===== src/rtl/instruction_fetch_unit_if.sv =====
// Instruction-memory request/response bus between the fetch stage and imem.
// One request outstanding at a time; rvalid answers the most recent gnt.
interface instruction_fetch_unit_if;
   logic        imem_req;
   logic [31:0] imem_addr;
   logic        imem_gnt;
   logic        imem_rvalid;
   logic [31:0] imem_rdata;

   modport master (
      output imem_req,
      output imem_addr,
      input  imem_gnt,
      input  imem_rvalid,
      input  imem_rdata
   );

   modport slave (
      input  imem_req,
      input  imem_addr,
      output imem_gnt,
      output imem_rvalid,
      output imem_rdata
   );
endinterface


===== src/rtl/instruction_fetch_unit.sv =====
// Fetch stage of the RV32IF core: owns the PC, issues single-outstanding imem
// fetches and holds the fetched word in the IF/ID register.
module instruction_fetch_unit #(
   parameter logic [31:0] RESET_PC  = 32'h0000_0000,
   parameter logic [31:0] NOP_INSTR = 32'h0000_0013
) (
   input  logic                              clk,
   input  logic                              rst,
   instruction_fetch_unit_if.master          imem,
   input  logic                              jump,
   input  logic [31:0]                       jump_address,
   input  logic                              ex_redirect,
   input  logic [31:0]                       ex_target,
   input  logic                              id_stall,
   output logic                              if_valid,
   output logic [31:0]                       if_pc,
   output logic [31:0]                       if_instr
);

   localparam int unsigned XLEN       = 32;
   localparam logic [31:0] ALIGN_MASK = 32'hFFFF_FFFC;

   typedef enum logic [1:0] {
      S_REQ  = 2'd0,
      S_WAIT = 2'd1,
      S_HOLD = 2'd2
   } state_t;

   state_t            state_q, state_d;
   logic [XLEN-1:0]   pc_q, pc_d;
   logic              kill_q, kill_d;
   logic              valid_d;
   logic [XLEN-1:0]   if_pc_d;
   logic [XLEN-1:0]   instr_d;

   assign imem.imem_req  = (state_q == S_REQ) & ~rst;
   assign imem.imem_addr = pc_q & ALIGN_MASK;

   // Next-state logic; an EX redirect wins over JAL and normal handoff.
   always_comb begin
      state_d = state_q;
      pc_d    = pc_q;
      kill_d  = kill_q;
      valid_d = if_valid;
      if_pc_d = if_pc;
      instr_d = if_instr;

      if (ex_redirect) begin
         pc_d    = ex_target & ALIGN_MASK;
         valid_d = 1'b0;
         instr_d = NOP_INSTR;
         case (state_q)
            S_REQ: begin
               // A request granted this cycle is already in flight; mark it stale.
               if (imem.imem_gnt) begin
                  state_d = S_WAIT;
                  kill_d  = 1'b1;
               end
            end
            S_WAIT: begin
               if (imem.imem_rvalid) begin
                  state_d = S_REQ;
                  kill_d  = 1'b0;
               end else begin
                  kill_d  = 1'b1;
               end
            end
            default: state_d = S_REQ;
         endcase
      end else begin
         case (state_q)
            S_REQ: begin
               if (imem.imem_gnt) state_d = S_WAIT;
            end
            S_WAIT: begin
               if (imem.imem_rvalid) begin
                  if (kill_q) begin
                     kill_d  = 1'b0;
                     state_d = S_REQ;
                  end else begin
                     state_d = S_HOLD;
                     instr_d = imem.imem_rdata;
                     if_pc_d = pc_q;
                     valid_d = 1'b1;
                  end
               end
            end
            S_HOLD: begin
               if (!id_stall) begin
                  pc_d    = (jump && if_valid) ? (jump_address & ALIGN_MASK)
                                               : (if_pc + XLEN'(4));
                  valid_d = 1'b0;
                  instr_d = NOP_INSTR;
                  state_d = S_REQ;
               end
            end
            default: state_d = S_REQ;
         endcase
      end
   end

   always_ff @(posedge clk) begin
      if (rst) begin
         state_q  <= S_REQ;
         pc_q     <= RESET_PC & ALIGN_MASK;
         kill_q   <= 1'b0;
         if_valid <= 1'b0;
         if_pc    <= '0;
         if_instr <= NOP_INSTR;
      end else begin
         state_q  <= state_d;
         pc_q     <= pc_d;
         kill_q   <= kill_d;
         if_valid <= valid_d;
         if_pc    <= if_pc_d;
         if_instr <= instr_d;
      end
   end

endmodule

===== src/flat_wrapper.sv =====
// flat-port wrapper written by rule: the top's interface ports become plain ports
module instruction_fetch_unit_flat 
#(
   parameter logic [31:0] RESET_PC  = 32'h0000_0000,
   parameter logic [31:0] NOP_INSTR = 32'h0000_0013
)
  (clk, rst, jump, jump_address, ex_redirect, ex_target, id_stall, if_valid, if_pc, if_instr, imem_imem_req, imem_imem_addr, imem_imem_gnt, imem_imem_rvalid, imem_imem_rdata);
  instruction_fetch_unit_if imem_i ();
  input  logic clk;
  input  logic rst;
  input  logic jump;
  input  logic [31:0] jump_address;
  input  logic ex_redirect;
  input  logic [31:0] ex_target;
  input  logic id_stall;
  output logic if_valid;
  output logic [31:0] if_pc;
  output logic [31:0] if_instr;
  output wire logic [$bits(imem_i.imem_req)-1:0] imem_imem_req;
  output wire logic [$bits(imem_i.imem_addr)-1:0] imem_imem_addr;
  input wire logic [$bits(imem_i.imem_gnt)-1:0] imem_imem_gnt;
  input wire logic [$bits(imem_i.imem_rvalid)-1:0] imem_imem_rvalid;
  input wire logic [$bits(imem_i.imem_rdata)-1:0] imem_imem_rdata;
  assign imem_imem_req = imem_i.imem_req;
  assign imem_imem_addr = imem_i.imem_addr;
  assign imem_i.imem_gnt = imem_imem_gnt;
  assign imem_i.imem_rvalid = imem_imem_rvalid;
  assign imem_i.imem_rdata = imem_imem_rdata;
  instruction_fetch_unit #(.RESET_PC(RESET_PC), .NOP_INSTR(NOP_INSTR)) u_core (.clk(clk), .rst(rst), .imem(imem_i), .jump(jump), .jump_address(jump_address), .ex_redirect(ex_redirect), .ex_target(ex_target), .id_stall(id_stall), .if_valid(if_valid), .if_pc(if_pc), .if_instr(if_instr));
endmodule

===== config.mk =====
export PLATFORM = sky130hd
export DESIGN_NAME = instruction_fetch_unit_flat
export DESIGN_NICKNAME = d
export VERILOG_FILES = /design/src/rtl/instruction_fetch_unit_if.sv /design/src/rtl/instruction_fetch_unit.sv /design/src/flat_wrapper.sv
export SDC_FILE = /design/constraint.sdc
export NUM_CORES = 1
export LEC_CHECK = 0
export ABC_AREA = 1
export CORE_UTILIZATION = 60
export DETAILED_ROUTE_END_ITERATION = 8
export DONT_BUFFER_PORTS = 1
export HOLD_SLACK_MARGIN = 0.12
export PLACE_DENSITY_LB_ADDON = 0.1
export RECOVER_POWER = 25
export SLEW_MARGIN = 25
export SYNTH_ARGS = -nofsm -noshare
export SYNTH_HDL_FRONTEND = slang
export SYNTH_SLANG_ARGS = --single-unit
export TNS_END_PERCENT = 100

===== constraint.sdc =====
create_clock -name clk -period 1.6 [get_ports clk]
set_input_delay 0.08 -clock clk [delete_from_list [all_inputs] [get_ports clk]]
set_output_delay 0.08 -clock clk [all_outputs]
set_load 0.01 [all_outputs]

==> run summary, run 1 <==
The pin count of the biggest net entering global routing is 35, and the fraction of final layout cells with drive strength greater than 1 is 15.0%. The final route contains 5662 vias. The count of pins on the block boundary was 201; the starting utilization of the core area was 62.9%.

The smallest hold slack was 0.144 ns. Power comes to 5.07 mW. Global routing used 66.7% of the available met2 tracks. The path depth of the worst reg2reg path was 8.

Timing analysis after detailed placement gives a worst setup slack of 0.00282 ns. At the later pin of the worst-skew pair, clock insertion delay measures 0.38 ns. Among the stages of the critical path, the cell type that occurs most often is sky130_fd_sc_hd__nand2_1. The number of clock buffers inserted by TritonCTS is 9.

The tools report the worst-case clock skew as 0.0161 ns. The critical path class is flip-flop to flip-flop. At the end of the flow, the number of nets in the layout was 980. For the number of pins with negative max-slew slack in the final report, the log shows 0. The die covers 0.00907 mm². Final instance area: 0.00676 mm².

After technology mapping, the gate count stands at 778. The overall global routing resource usage was 37.7%. The clock transition time at the flip-flop clock pins of the worst setup and hold paths works out to 0.11 ns. The CTS H-tree depth was 3.

The clock passes through at most 2 buffers. The peak fanout along the critical path was 19. In this run the power density over the cells is 750 mW/mm². The number of vias per cell is 5.74. The type of the tightest min-delay check is primary input to flip-flop. For this run, the number of standard cells in the final layout without fillers is 986. On the critical path, the stage with the largest delay is an instance of sky130_fd_sc_hd__dfxtp_2. For this run, the number of Yosys warnings is 0. Synthesis instantiated 35 different standard cells from the library. VDD sags by at most 0.512 mV. STA classifies the critical path startpoint as a flip-flop.

For this run, global-route usage on met1 was measured as 45.9%. Utilization after layout: 81.5%. Setup repair after global routing could not meet its margin everywhere.

Global-route track usage on met3: 7.81%. The first detailed-routing pass ran for 6 iterations. The highest-utilization routing layer at the global route stage is met2. The number of clock sinks is 100, and the final routed wire length divided by cell count is 17.9 µm. The chip width is 95.3 µm, and the filler cell count is 543. In this run, the number of DRC markers left after iteration 0 of detailed routing was 371.

Summed over all layers, the global routing overflow is 0. For the initial antenna violation count, the log shows 0. After synthesis, the largest area contributor takes up 38.4% of total cell area. For the HPWL after detailed placement, the log shows 10700 µm. Summing every instance area after synthesis gives 0.00522 mm². By instance count, the leading cell after synthesis is sky130_fd_sc_hd__nand2_1. The sum of negative setup slack is 0 ns. In this design, the stage delay of the slowest critical-path cell is 0.36 ns. Once placement finished, the instance area stood at 0.00533 mm².

The synthesized design contains 0 enable-type register cells. The routability-driven placement congestion ratio is 0.892, and the post-synthesis sequential area ratio is 38.4%. Data on the critical path is required at its endpoint by 1.92 ns.

In the synthesized netlist the dominant register cell turns out to be sky130_fd_sc_hd__dfxtp_1. The relative area change from synthesis to final layout was 29.6%; the count of nets left with antenna violations after detail routing was 0. The run gives 2.72 nW as the leakage power. The library cell occupying the most area in the post-synthesis netlist is sky130_fd_sc_hd__dfxtp_1. The flow ran to the end, and the final reports show no timing, DRC or antenna violations.

The synthesized design contains 100 register bits. The tools report the root buffer cell as sky130_fd_sc_hd__clkbuf_8. The minimum clock period works out to 1.55 ns. Setup violations remaining at the end of the flow were counted as 0.

After floorplanning, the core was divided into 33 placement rows. STA classifies the critical path endpoint as a flip-flop. By area the synthesized netlist is led by sky130_fd_sc_hd__dfxtp_1 38%, sky130_fd_sc_hd__nand2_1 13%, sky130_fd_sc_hd__nor2_1 8.7%.

Data on the critical path arrives at its endpoint at 1.87 ns. Of all flip-flops after synthesis, the portion carrying an async set or reset was 0%. The period utilization works out to 97.2%.

The first global-routing pass estimated 26100 µm of wire. The count of cells along the worst hold path is 5. The worst setup margin was 0.0454 ns; the number of global-route vias before repair was 5243. Summed over all layers, the routed wires come to 17600 µm. The maximum clock rate was 643 MHz; the mean cell area of the mapped netlist was 6.71 µm². In this run the standard cell core region covers 0.00830 mm². The signal on the critical path passes through inv_2 -> nand2_1 -> nor2_4 -> nand2_1 -> buf_6 -> nor2_1 -> o21ai_1 -> a21oi_2.

The number of endpoints with negative hold slack in the final report was 0. 0 antenna diodes ended up in the layout. The number of buffers added on ports is 0.

Across the run, the number of max-cap violations was 0. The tools report the number of DRC violations after detailed routing as 0. TritonCTS built the clock tree. Including well taps, the total number of placed cells is 866. The die is 95.3 µm tall.

Counting instances in the post-synthesis netlist gives the leading cell types as 174 x sky130_fd_sc_hd__nand2_1, 121 x sky130_fd_sc_hd__nor2_1, 100 x sky130_fd_sc_hd__dfxtp_1, 72 x sky130_fd_sc_hd__a21oi_1, 68 x sky130_fd_sc_hd__inv_1.
final timing paths:
kind	start	endpoint	slack, ns
max	u_core.state_q[0]$_SDFFE_PP0P_	u_core.pc_q[11]$_SDFFE_PP0P_	0.05
max reg2reg	u_core.state_q[0]$_SDFFE_PP0P_	u_core.pc_q[11]$_SDFFE_PP0P_	0.05
min	ex_redirect	u_core.pc_q[3]$_SDFFE_PP0P_	0.14
min reg2reg	u_core.pc_q[0]$_SDFFE_PP0P_	u_core.pc_q[0]$_SDFFE_PP0P_	0.49
cell type report:
type                       instances  area [µm²]  share of cell area [%]
clock buffer                      11         151                    2.24
timing repair buffer             153        1460                    21.6
inverter                          75         287                    4.24
multi-input combinational        537        2670                    39.4
clock inverter                     5        48.8                   0.722
tap                              105         131                    1.94
sequential                       100        2010                    29.8
cells by family (layout without fill, tap and decap cells):
kind of cell | count (synthesis) | count (layout) | synth area share (%)
flops | 100 | 100 | 38.4
other cells | 1 | 2 | 0.0719
fa+ha+maj | 1 | 1 | 0.240
buf+inv | 142 | 244 | 13.5
compound gates | 165 | 165 | 17.8
xor+xnor | 8 | 8 | 1.34
simple gates | 361 | 361 | 28.7
state kept, by name (all words and copies together) (netlist names):
signal,flops
u_core.kill_q,1
u_core.if_instr,32
u_core.if_pc,32
u_core.pc_q,32
u_core.if_valid,1
u_core.state_q,2
per-layer routing:
| metal | vias to the layer above | part of all wire, % |
|---|---|---|
| met1 | 2604 | 39 |
| met2 | 347 | 49 |
| met3 | 45 | 9.1 |
| met5 | - | 0 |
| li1 | 2666 | - |
| met4 | 0 | 2.3 |
what timing repair did:
item / in CTS / in global routing
resized for setup: 1 / 54
pin swaps: 0 / 6
hold buffers: 103 / 0
buffers inserted: 0 / 1
endpoints found under the setup margin: 5 / 82
endpoints found under the hold margin: 79 / 0
cloned: 0 / 0
worst max-delay path: cells and delay by family, from the launching register on:
family	cells	cell delay, ns
simple gates	4	0.54
flops	1	0.36
compound gates	2	0.31
buf+inv	2	0.28
power by group:
part / switching (mW) / internal, mW
logic: 0.360 / 0.344
registers: 0.115 / 2.58
clock network: 0.979 / 0.691
total: 1.45 / 3.61
layout by cell type (no fill, tap or decap), types with 2 or more instances in the layout:
cell type and instances:
sky130_fd_sc_hd__a31oi_1 3, sky130_fd_sc_hd__inv_4 2, sky130_fd_sc_hd__nor2_2 11, sky130_fd_sc_hd__nand2_1 168
sky130_fd_sc_hd__inv_2 5, sky130_fd_sc_hd__nand3_1 41, sky130_fd_sc_hd__inv_8 2, sky130_fd_sc_hd__nor2_1 111
sky130_fd_sc_hd__nand2_2 9, sky130_fd_sc_hd__buf_12 4, sky130_fd_sc_hd__dfxtp_2 10, sky130_fd_sc_hd__nand3_2 2
sky130_fd_sc_hd__inv_6 3, sky130_fd_sc_hd__nand3_4 2, sky130_fd_sc_hd__xnor2_1 4, sky130_fd_sc_hd__o32ai_1 3
sky130_fd_sc_hd__inv_1 68, sky130_fd_sc_hd__conb_1 2, sky130_fd_sc_hd__dfxtp_1 90, sky130_fd_sc_hd__o211ai_1 3
sky130_fd_sc_hd__a22o_1 16, sky130_fd_sc_hd__buf_4 46, sky130_fd_sc_hd__clkbuf_8 11, sky130_fd_sc_hd__o21ai_1 13
sky130_fd_sc_hd__a21oi_1 69, sky130_fd_sc_hd__a21oi_2 5, sky130_fd_sc_hd__o21ai_0 50, sky130_fd_sc_hd__dlygate4sd3_1 101
sky130_fd_sc_hd__nor2_4 10, sky130_fd_sc_hd__nand4_1 2, sky130_fd_sc_hd__xor2_1 2
No activity file was read; power rests on OpenSTA's default activity.
==> run 2: changes to the inputs <==
ABC_AREA = not set   (was 1)
==> run summary, run 2 <==
The later pin in the worst-skew pair is clocked with a latency of 0.37 ns. The run gives 42.9% as the fraction of met1 tracks used by global routing. The count of cells along the worst hold path came out at 1. The peak per-stage delay on the critical path is 0.56 ns, and the total placed cells including tap cells is 671. The tools report the global routing met2 resource utilization as 61.5%. CTS placed an instance of sky130_fd_sc_hd__clkbuf_8 at the clock tree root.

The final routed wire length divided by cell count is 23.1 µm, and the final count of negative-setup-slack endpoints is 86. Of all nets on the critical path, the largest fanout is 8. The fraction of registers with async set or reset after synthesis came out at 0%.

The number of buffers added on ports was 0. Among all cell types in the netlist, the one instantiated most often is sky130_fd_sc_hd__nand2_1. The number of vias per cell was 6.70; the fraction of synthesized cell area taken by the top area cell type was 42.5%. The vertical die dimension was 90.6 µm.

The critical path goes through nand4_1 -> or4_4 -> buf_8 -> nor3_4 -> xnor2_1 -> a211oi_1. Yosys attributes the largest share of cell area to sky130_fd_sc_hd__dfxtp_1 43%, sky130_fd_sc_hd__a21oi_1 8.8%, sky130_fd_sc_hd__nand2_1 8.1%. Count of nets left with antenna violations after detail routing: 0. Data on the critical path is required at its endpoint by 1.87 ns. The number of hold buffers added after cts is 64, and the utilization after layout is 88.1%.

The final instance area came out at 0.00653 mm². Dividing total power by cell area gives a power density of 733 mW/mm². Detailed placement ended at an HPWL of 9070 µm. After synthesis, the most frequently instantiated cells are 102 x sky130_fd_sc_hd__nand2_1, 100 x sky130_fd_sc_hd__dfxtp_1, 83 x sky130_fd_sc_hd__a21oi_1, 38 x sky130_fd_sc_hd__clkbuf_1, 32 x sky130_fd_sc_hd__buf_4. The tools report the initial antenna violation count as 0. The final critical path takes up 112% of the cycle. Each instance of the synthesized netlist takes up on average 8.04 µm². The routability-driven placement congestion ratio came out at 0.904. Worst setup margin: -0.199 ns.

The tools report the count of cell types in the netlist as 46. The chip width was 90.6 µm; the number of global-route vias before repair was 4796. The worst-case clock skew was 0.0147 ns. The core footprint is 0.00741 mm². For the CTS H-tree depth, the log shows 3. The net count of the finished layout is 772. After global routing, the most crowded layer is met2. The count of flip-flops with a built-in enable after synthesis is 0, and the clock transition time at the flip-flop clock pins of the worst setup and hold paths is 0.11 ns. By startpoint and endpoint, the worst setup path is classified as flip-flop to flip-flop. The final cell count without fillers was 772. Number of clock buffers inserted by TritonCTS: 9. TritonCTS built the clock tree. Fill cells in the final layout number 374.

Static timing analysis puts the maximum clock frequency at 556 MHz. In the routed design, unresolved DRC markers number 0. Among all stages on the critical path, the largest delay is contributed by sky130_fd_sc_hd__or4_4. Of the cells placed in the final design, the portion with a size suffix greater than 1 is 27.2%.

The final layout contains routed wiring with a total length of 17800 µm. In this run the count of I/O pins placed on the die edge is 201. The die covers 0.00821 mm².

Leaving out fill and tap cells, the most frequent cell in the layout is sky130_fd_sc_hd__nand2_1. The library cells used most frequently in the layout, excluding fill and tap cells, are 95 x sky130_fd_sc_hd__nand2_1, 82 x sky130_fd_sc_hd__dfxtp_1, 63 x sky130_fd_sc_hd__dlygate4sd3_1. The startpoint kind of the worst setup timing path is a flip-flop. The number of pins with negative max-slew slack in the final report came out at 0.

Setup repair after global routing could not meet its margin everywhere. Data on the critical path arrives at its endpoint at 2.07 ns. The number of placement rows was 31. In the global route stage, overall resource usage came out at 36.3%. Library cell occupying the most area in the post-synthesis netlist: sky130_fd_sc_hd__dfxtp_1.

The largest registers in the layout are u_core.if_instr (32), u_core.if_pc (32), u_core.pc_q (32). During synthesis, Yosys emitted a total of 0 warnings. The worst slack at placement came out at -0.163 ns. The worst setup path is captured at a flip-flop. The first global-routing pass estimated 23900 µm of wire. The residual overflow from global routing was 0. The total cell area at the placement stage is 0.00506 mm², and the smallest hold slack is -0.177 ns. In this run, synthesis produced a sequential element count of 100. The repair_antennas step left the layout with diodes totalling 0. The dominant register cell in the synthesized netlist was sky130_fd_sc_hd__dfxtp_1. The run gives 63.2% as the worst max-slew margin expressed relative to the limit. Synthesis produced a netlist whose cell count is 586. IR analysis of the VDD net gives a maximum drop of 0.611 mV. For the number of clock sinks, the log shows 100.

For this configuration, the core starts out at a cell density of 63.6%. The global-route track usage on met3 came out at 10.4%. Number of endpoints with negative hold slack in the final report: 24.

The tools report the iteration-0 DRC count of the detailed router as 473. The minimum clock period was 1.80 ns; the cell area after technology mapping was 0.00471 mm². Counting cells, the worst reg-to-reg path comes to 6. For this run, the detailed router's first-pass iteration total came to 5. The checks that failed: negative hold slack, negative setup slack. The max-capacitance violation count is 0, and the buffer levels on the longest clock path is 2.

Relative to the synthesized area, the layout overhead comes to 38.6%. For this design the static power due to leakage is 2.35 nW. At the pin with the least slew margin, the transition time is 0.547 ns.

Sequential elements use 42.5% of the synthesized area. Pin count of the biggest net entering global routing: 74. The run finished, with violations left. Type of the tightest min-delay check: primary input to flip-flop. The logs give 5171 for the via count and -6.15 ns for the sum of negative setup slack.
[run 2: cell count changes after synthesis, sizes merged, moves of 24 or more]
cell | before | now
nor3 | 2 | 27
inv | 75 | 5
clkbuf | 14 | 38
nor2 | 132 | 26
nand2 | 178 | 102
o21ai | 64 | 9
[run 2: final timing paths]
check | startpoint | end | slack, ns
worst max-delay path | u_core.if_pc[7]$_SDFFE_PP0P_ | u_core.pc_q[29]$_SDFFE_PP0P_ | -0.20
worst min-delay path | ex_redirect | u_core.pc_q[7]$_SDFFE_PP0P_ | -0.18
worst max register to register | u_core.if_pc[7]$_SDFFE_PP0P_ | u_core.pc_q[29]$_SDFFE_PP0P_ | -0.20
worst min register to register | u_core.pc_q[1]$_SDFFE_PP0P_ | u_core.pc_q[1]$_SDFFE_PP0P_ | 0.49
[run 2: kinds of logic after synthesis]
family	after synthesis	synth area share [%]
other cells	1	0.0796
compound gates	164	22.2
fa+ha+maj	1	0.266
xor+xnor	26	4.84
buf+inv	80	8.98
flops	100	42.5
simple gates	214	21.1
[run 2: timing repair]
action                                  4_1_cts  5_1_grt
endpoints found under the setup margin       39       66
endpoints found under the hold margin       100       33
gates resized for setup                      17       77
pin swaps                                    24       34
cloned                                        1        8
setup buffers                                 3       12
[run 2: worst max-delay path: cells and delay by family, from the launching register on]
| kind | cells | cell delay, ns |
|---|---|---|
| AND/OR/NAND/NOR | 3 | 0.83 |
| flip-flops | 1 | 0.35 |
| AO/OA/AOI/OAI | 1 | 0.27 |
| buffers and inverters | 1 | 0.17 |
| XOR/XNOR | 1 | 0.09 |
[run 2: through the flow]
step | power (mW) | hold slack, ns
after global placement | 2.93 | 0.151
after detailed placement | 2.95 | 0.149
final | 4.78 | -0.177
after floorplan | 2.95 | 0.194
after CTS | 4.64 | -0.182
after global routing | 4.91 | -0.196
[run 2: routing by layer]
layer,vias up,wire [µm],share of wire (%)
li1,2216,-,-
met1,2426,6040,34
met2,449,8760,49
met3,80,2220,12
met4,0,821,4.6
met5,-,0,0
[run 2: power breakdown]
part / internal, mW / total [mW] / switching [mW]
logic: 0.287 / 0.561 / 0.274
clock network: 0.611 / 1.59 / 0.982
registers: 2.54 / 2.63 / 0.0904
total: 3.44 / 4.78 / 1.35
[run 2: area by class of cell]
type | count | area (µm²) | area share [%]
Multi-Input combinational cell | 407 | 2640 | 40.4
Sequential cell | 100 | 2050 | 31.4
Clock buffer | 9 | 124 | 1.90
Timing Repair Buffer | 145 | 1510 | 23.2
Tap cell | 99 | 124 | 1.90
Clock inverter | 7 | 65.1 | 0.997
Inverter | 5 | 18.8 | 0.287
